### src/rtl/mul_div_seq.sv
// rtl/mul_div_seq.sv - HI/LO sequencer: shared multiplier capture and 32-step signed restoring divider
module mul_div_seq #(
  parameter int MUL_WAIT = 1
) (
  input  logic        clk,
  input  logic        clr,
  input  logic        start,
  input  logic        op,
  input  logic [31:0] a,
  input  logic [31:0] b,
  output logic [31:0] mul_a,
  output logic [31:0] mul_b,
  input  logic [31:0] mul_hi,
  input  logic [31:0] mul_lo,
  output logic        busy,
  output logic        done,
  output logic [31:0] hi,
  output logic [31:0] lo,
  output logic        div_by_zero
);

  typedef enum logic [2:0] {
    S_IDLE, S_MUL, S_DIV_INIT, S_DIV_RUN, S_DIV_FIX, S_DONE
  } state_t;

  state_t      state_q, state_d;
  logic [31:0] a_q, a_d, b_q, b_d;
  logic [31:0] hi_q, hi_d, lo_q, lo_d;
  logic        dbz_q, dbz_d;
  logic [4:0]  cnt_q, cnt_d;
  logic [32:0] rem_q, rem_d;
  logic [31:0] quo_q, quo_d, dvs_q, dvs_d;
  logic        qneg_q, qneg_d, rneg_q, rneg_d;

  logic [33:0] shift_w;
  logic        ge_w;

  // quo_q starts as |dividend| and shifts its bits out MSB-first while quotient bits shift in
  assign shift_w = {rem_q, quo_q[31]};
  assign ge_w    = (shift_w >= {2'b00, dvs_q});

  always_comb begin
    state_d = state_q;
    a_d     = a_q;
    b_d     = b_q;
    hi_d    = hi_q;
    lo_d    = lo_q;
    dbz_d   = dbz_q;
    cnt_d   = cnt_q;
    rem_d   = rem_q;
    quo_d   = quo_q;
    dvs_d   = dvs_q;
    qneg_d  = qneg_q;
    rneg_d  = rneg_q;
    case (state_q)
      S_IDLE: begin
        if (start) begin
          a_d     = a;
          b_d     = b;
          dbz_d   = 1'b0;
          cnt_d   = 5'd0;
          state_d = op ? S_DIV_INIT : S_MUL;
        end
      end
      S_MUL: begin
        if (cnt_q == 5'(MUL_WAIT - 1)) begin
          hi_d    = mul_hi;
          lo_d    = mul_lo;
          state_d = S_DONE;
        end else begin
          cnt_d = cnt_q + 5'd1;
        end
      end
      S_DIV_INIT: begin
        if (b_q == 32'd0) begin
          hi_d    = a_q;
          lo_d    = 32'hFFFF_FFFF;
          dbz_d   = 1'b1;
          state_d = S_DONE;
        end else begin
          quo_d   = a_q[31] ? (~a_q + 32'd1) : a_q;
          dvs_d   = b_q[31] ? (~b_q + 32'd1) : b_q;
          qneg_d  = a_q[31] ^ b_q[31];
          rneg_d  = a_q[31];
          rem_d   = 33'd0;
          cnt_d   = 5'd0;
          state_d = S_DIV_RUN;
        end
      end
      S_DIV_RUN: begin
        rem_d = ge_w ? 33'(shift_w - {2'b00, dvs_q}) : shift_w[32:0];
        quo_d = {quo_q[30:0], ge_w};
        cnt_d = cnt_q + 5'd1;
        if (cnt_q == 5'd31) state_d = S_DIV_FIX;
      end
      S_DIV_FIX: begin
        lo_d    = qneg_q ? (~quo_q + 32'd1) : quo_q;
        hi_d    = rneg_q ? (~rem_q[31:0] + 32'd1) : rem_q[31:0];
        state_d = S_DONE;
      end
      S_DONE:  state_d = S_IDLE;
      default: state_d = S_IDLE;
    endcase
  end

  always_ff @(posedge clk) begin
    if (clr) begin
      state_q <= S_IDLE;
      a_q     <= 32'd0;
      b_q     <= 32'd0;
      hi_q    <= 32'd0;
      lo_q    <= 32'd0;
      dbz_q   <= 1'b0;
      cnt_q   <= 5'd0;
      rem_q   <= 33'd0;
      quo_q   <= 32'd0;
      dvs_q   <= 32'd0;
      qneg_q  <= 1'b0;
      rneg_q  <= 1'b0;
    end else begin
      state_q <= state_d;
      a_q     <= a_d;
      b_q     <= b_d;
      hi_q    <= hi_d;
      lo_q    <= lo_d;
      dbz_q   <= dbz_d;
      cnt_q   <= cnt_d;
      rem_q   <= rem_d;
      quo_q   <= quo_d;
      dvs_q   <= dvs_d;
      qneg_q  <= qneg_d;
      rneg_q  <= rneg_d;
    end
  end

  assign mul_a       = a_q;
  assign mul_b       = b_q;
  assign busy        = (state_q != S_IDLE);
  assign done        = (state_q == S_DONE);
  assign hi          = hi_q;
  assign lo          = lo_q;
  assign div_by_zero = dbz_q;

endmodule

### config.mk
export PLATFORM = sky130hd
export DESIGN_NAME = mul_div_seq
export DESIGN_NICKNAME = d
export VERILOG_FILES = /design/src/rtl/mul_div_seq.sv
export SDC_FILE = /design/constraint.sdc
export NUM_CORES = 1
export LEC_CHECK = 0
export CAP_MARGIN = 10
export CELL_PAD_IN_SITES_DETAIL_PLACEMENT = 0
export CELL_PAD_IN_SITES_GLOBAL_PLACEMENT = 2
export CORE_MARGIN = 2
export CORE_UTILIZATION = 27
export DETAILED_ROUTE_END_ITERATION = 10
export PLACE_DENSITY = 0.83
export SETUP_SLACK_MARGIN = 0.4
export SLEW_MARGIN = 0
export SYNTH_ARGS = -nofsm -noshare
export SYNTH_HDL_FRONTEND = slang
export SYNTH_SLANG_ARGS = --single-unit
### constraint.sdc
create_clock -name clk -period 3.1 [get_ports clk]
set_clock_uncertainty 0.1 [all_clocks]
set_input_delay 0.62 -clock clk [delete_from_list [all_inputs] [get_ports clk]]
set_output_delay 0.62 -clock clk [all_outputs]
set_load 0.05 [all_outputs]
==> impl_metrics.yaml <==
min_path:
  min-delay-start: "lo[15]"
  hold_class: "reg2reg"
  holdPathStages: 2
  holdPathEnd: "lo[15]"
logic_synthesis:
  muxShareOfSynthArea: 0.0241
  synth_xor_area_frac: 0.0919
  synthesis.nets: 1963
  synth_compound_area_frac: 0.251
  synthTopCellsByArea: "dfxtp_1 (34%), nand2_1 (7.8%), xnor2_1 (5.6%), a21oi_1 (5.5%), nor2_1 (4.6%)"
  synth-seq-cells: 236
  synth_edf_count: 0
  synth-adder-area-share: 0.0367
  synth_top_family_by_area: "compound AO/OA/AOI/OAI gates"
  netlist_area_sq_um: 13800
  synthFlopType: "dfxtp_1"
  yosys-top-cells-count: "nand2_1 (289), dfxtp_1 (236), nor2_1 (170)"
  synth_most_common_cell: "nand2_1"
  yosysTopAreaCell: "dfxtp_1"
  synth_warnings: 0
  yosys.area.top_type_share: 0.342
  ys_async_sr_fraction: 0
  syn_inst: 1791
  synth-simple-area-share: 0.201
  synth_cell_types: 70
  synth_area_per_cell_sq_um: 7.72
  ys_seq_area_frac: 0.342
pwr:
  power_switching_mw: 9.57
  switching_share: 0.445
  clockPowerShare: 0.152
  p_comb_frac: 0.650
  power_density_nw_per_um2: 962
  peakVddDrop_v: 0.000589
  seqPwrFrac: 0.198
  leakage_nw: 8.61
  p_int_mw: 11.9
  power_mw: 21.5
grt:
  grt_overflow_total: 0
  grt_usage: 0.226
  grt_pass1_vias: 14895
  grt_max_degree: 93
  grt_pass1_wl_mm: 92.7
  antenna_found_initial: 1
die:
  die_h_um: 230
  die_area_sq_um: 53000
  start_util: 0.274
  io_pins: 263
  rows: 82
  core-area_sq_um: 50400
  die_w_um: 230
critical_path:
  crit_chain: "inv_2 > ha_4 > inv_2 > fa_2 > a21oi_2 > o211ai_1 > a211oi_2 > buf_4 > o31ai_4 > a31oi_1 > buf_4 > o21a_4 > clkbuf_16 > or4_1 > nand3_1"
  path_class: "reg2reg"
  crit_cells: 15
  r2r-end: "rem_q[11]"
  arrival_ns: 3.42
  slowest_delay_ns: 0.51
  regToRegStartpoint: "quo_q[31]"
  crit_slowest_cell: "or4_1"
  cp_num_buf_inv: 5
  r2r_cells: 15
  cp-start-kind: "flop"
  cp_max_fo: 5
  crit_required_ns: 3.52
  endpoint_kind: "flop"
  regToRegSetupSlack_ns: 0.11
  critPathTopFamily: "compound AO/OA/AOI/OAI gates"
timing:
  maxSlewViolCount: 0
  min_period_over_period: 0.966
  maxSlewHeadroom: 0.352
  fin_tns_setup_ns: 0
  grt_setup_unrepaired: "true"
  hold_slack_ns: 0.352
  tightestPinTransition_ns: 0.971
  finalHoldViolCount: 0
  period_needed_ns: 2.99
  fmax_mhz: 334
  setup_viol: 0
place:
  dp_hpwl_mm: 43.3
  io_buffers: 262
  gp_congestion: 0.891
final_layout:
  syn_to_final_growth_pct: 61.8
  fin_nets: 2380
  multiInputGateArea_sq_um: 10100
  fillCellCount: 4862
  drive_gt1_frac: 0.282
  regArea_sq_um: 4760
route:
  routed_wl_mm: 62.8
  drtAntennaViolNets: 0
  dr_total_vias: 15349
  route.detailed.drc: 0
  drtIter0Drc: 1195
  dr.pass1.iters: 5
  routedWlPerCell_um: 21.6
  vias_per_cell: 5.29
clock_network:
  clock_path_buffers: 3
  cts_sinks: 236
  cts.clk_slew.worst_paths_ns: 0.06
  cts_tree: "built"
  ctsHtreeMaxLevel: 1
  cts_buffers: 29
  clock_latency_ns: 0.58
  clockRootBuffer: "clkbuf_16"
flow_run:
  cap_violations: 0
status:
  status: "finished clean"
==> power groups by stage <==
stage,Clock (mW),Combinational [mW],Sequential (mW)
3_3_place_gp,0,10.6,4.17
6_report,3.27,14.0,4.25
4_1_cts,3.32,12.6,4.21
2_1_floorplan,0,5.48,5.36
3_5_place_dp,0,10.6,4.18
5_1_grt,3.43,14.8,4.31
==> how the worst max path moves through the flow <==
| stage | startpoint | endpoint |
|---|---|---|
| after global routing | quo_q[31] | rem_q[11] |
| after detailed placement | mul_b[0] | lo[2] |
| after floorplan | mul_b[25] | hi[23] |
| after CTS | quo_q[31] | rem_q[11] |
| final | quo_q[31] | rem_q[11] |
| after global placement | mul_b[0] | lo[2] |
==> worst register-to-register path, stage by stage (launching register included) <==
cell and delay [ns]:
dfxtp_2 0.33, inv_2 0.05, ha_4 0.15, inv_2 0.05
fa_2 0.22, a21oi_2 0.07, o211ai_1 0.25, a211oi_2 0.11
buf_4 0.16, o31ai_4 0.19, a31oi_1 0.12, buf_4 0.15
o21a_4 0.22, clkbuf_16 0.16, or4_1 0.51, nand3_1 0.09
==> flip-flops by register name, summed over array words and instances, names as in the netlist, 3 cells and up <==
signal	cells
cnt_q	5
dvs_q	32
hi	32
lo	32
mul_a	32
mul_b	32
quo_q	32
rem_q	33
state_q	3
==> per-stage QoR <==
step	instances	cell area [sq um]	setup WS, ns	utilization
5_1_grt	2900	22400	0.000205	0.444
2_1_floorplan	1791	13900	0.376	-
3_3_place_gp	2757	18200	-0.186	0.362
4_1_cts	2875	21400	0.156	0.424
6_report	2902	22400	0.106	0.444
3_5_place_dp	2757	18200	-0.227	0.362
==> metal layers <==
| layer | part of all wire | wire length [um] | track usage |
|---|---|---|---|
| met1 | 0.45 | 28200 | 0.309 |
| met5 | 0 | 0 | 0 |
| met2 | 0.44 | 27900 | 0.354 |
| met3 | 0.071 | 4460 | 0.0440 |
| met4 | 0.035 | 2200 | 0.0800 |
==> cells in the final DEF (no fill, tap or decap), types with 12 or more instances in the layout <==
master           synthesis  final
a211oi_2                 0     44
a21o_1                  12     12
a21oi_1                153    130
a21oi_2                  0     22
a22oi_1                 42     26
a22oi_2                  0     16
a311oi_1                22     12
buf_12                   0     27
buf_16                   0     27
buf_4                    7    151
buf_6                    0     32
clkbuf_16                0     33
clkdlybuf4s50_1          0    237
dfxtp_1                236    218
dfxtp_2                  0     14
dlygate4sd2_1            0     15
ha_1                    39     36
inv_1                   57     55
mux2i_1                 31     31
nand2_1                289    260
nand2_2                  0     21
nand3_1                 21     20
nor2_1                 170     95
nor2_2                   0     34
nor2_4                   0     41
nor3_1                  35     17
nor3_2                   2     17
o21ai_0                 99     53
o21ai_1                  1     34
o21ai_2                  0     13
o31ai_1                 33     29
o41ai_1                 20     19
or3_1                   20     13
xnor2_1                 89     89
xor2_1                  56     56
==> final cells by class <==
| cell class | count | area share |
|---|---|---|
| Multi-Input combinational cell | 1373 | 0.449 |
| Antenna cell | 2 | 0.000224 |
| Sequential cell | 236 | 0.213 |
| Clock inverter | 8 | 0.00213 |
| Clock buffer | 43 | 0.0375 |
| Tap cell | 672 | 0.0376 |
| Timing Repair Buffer | 510 | 0.251 |
| Inverter | 58 | 0.00974 |
==> logic make-up after synthesis <==
kind of cell | count (synthesis)
xor gates and xnor gates | 145
muxes | 33
and+or+nand+nor | 627
DFF | 236
adders and majority gates | 40
buffers and inverters | 182
AOI/OAI and AO/OA | 528
==> repair_timing <==
item | CTS | global route
hold buffers | 0 | 0
setup endpoints to repair | 186 | 178
setup buffers | 36 | 21
gates cloned | 31 | 4
pin swaps | 96 | 58
gates resized for setup | 330 | 167
(Power assumes the default switching activity.)
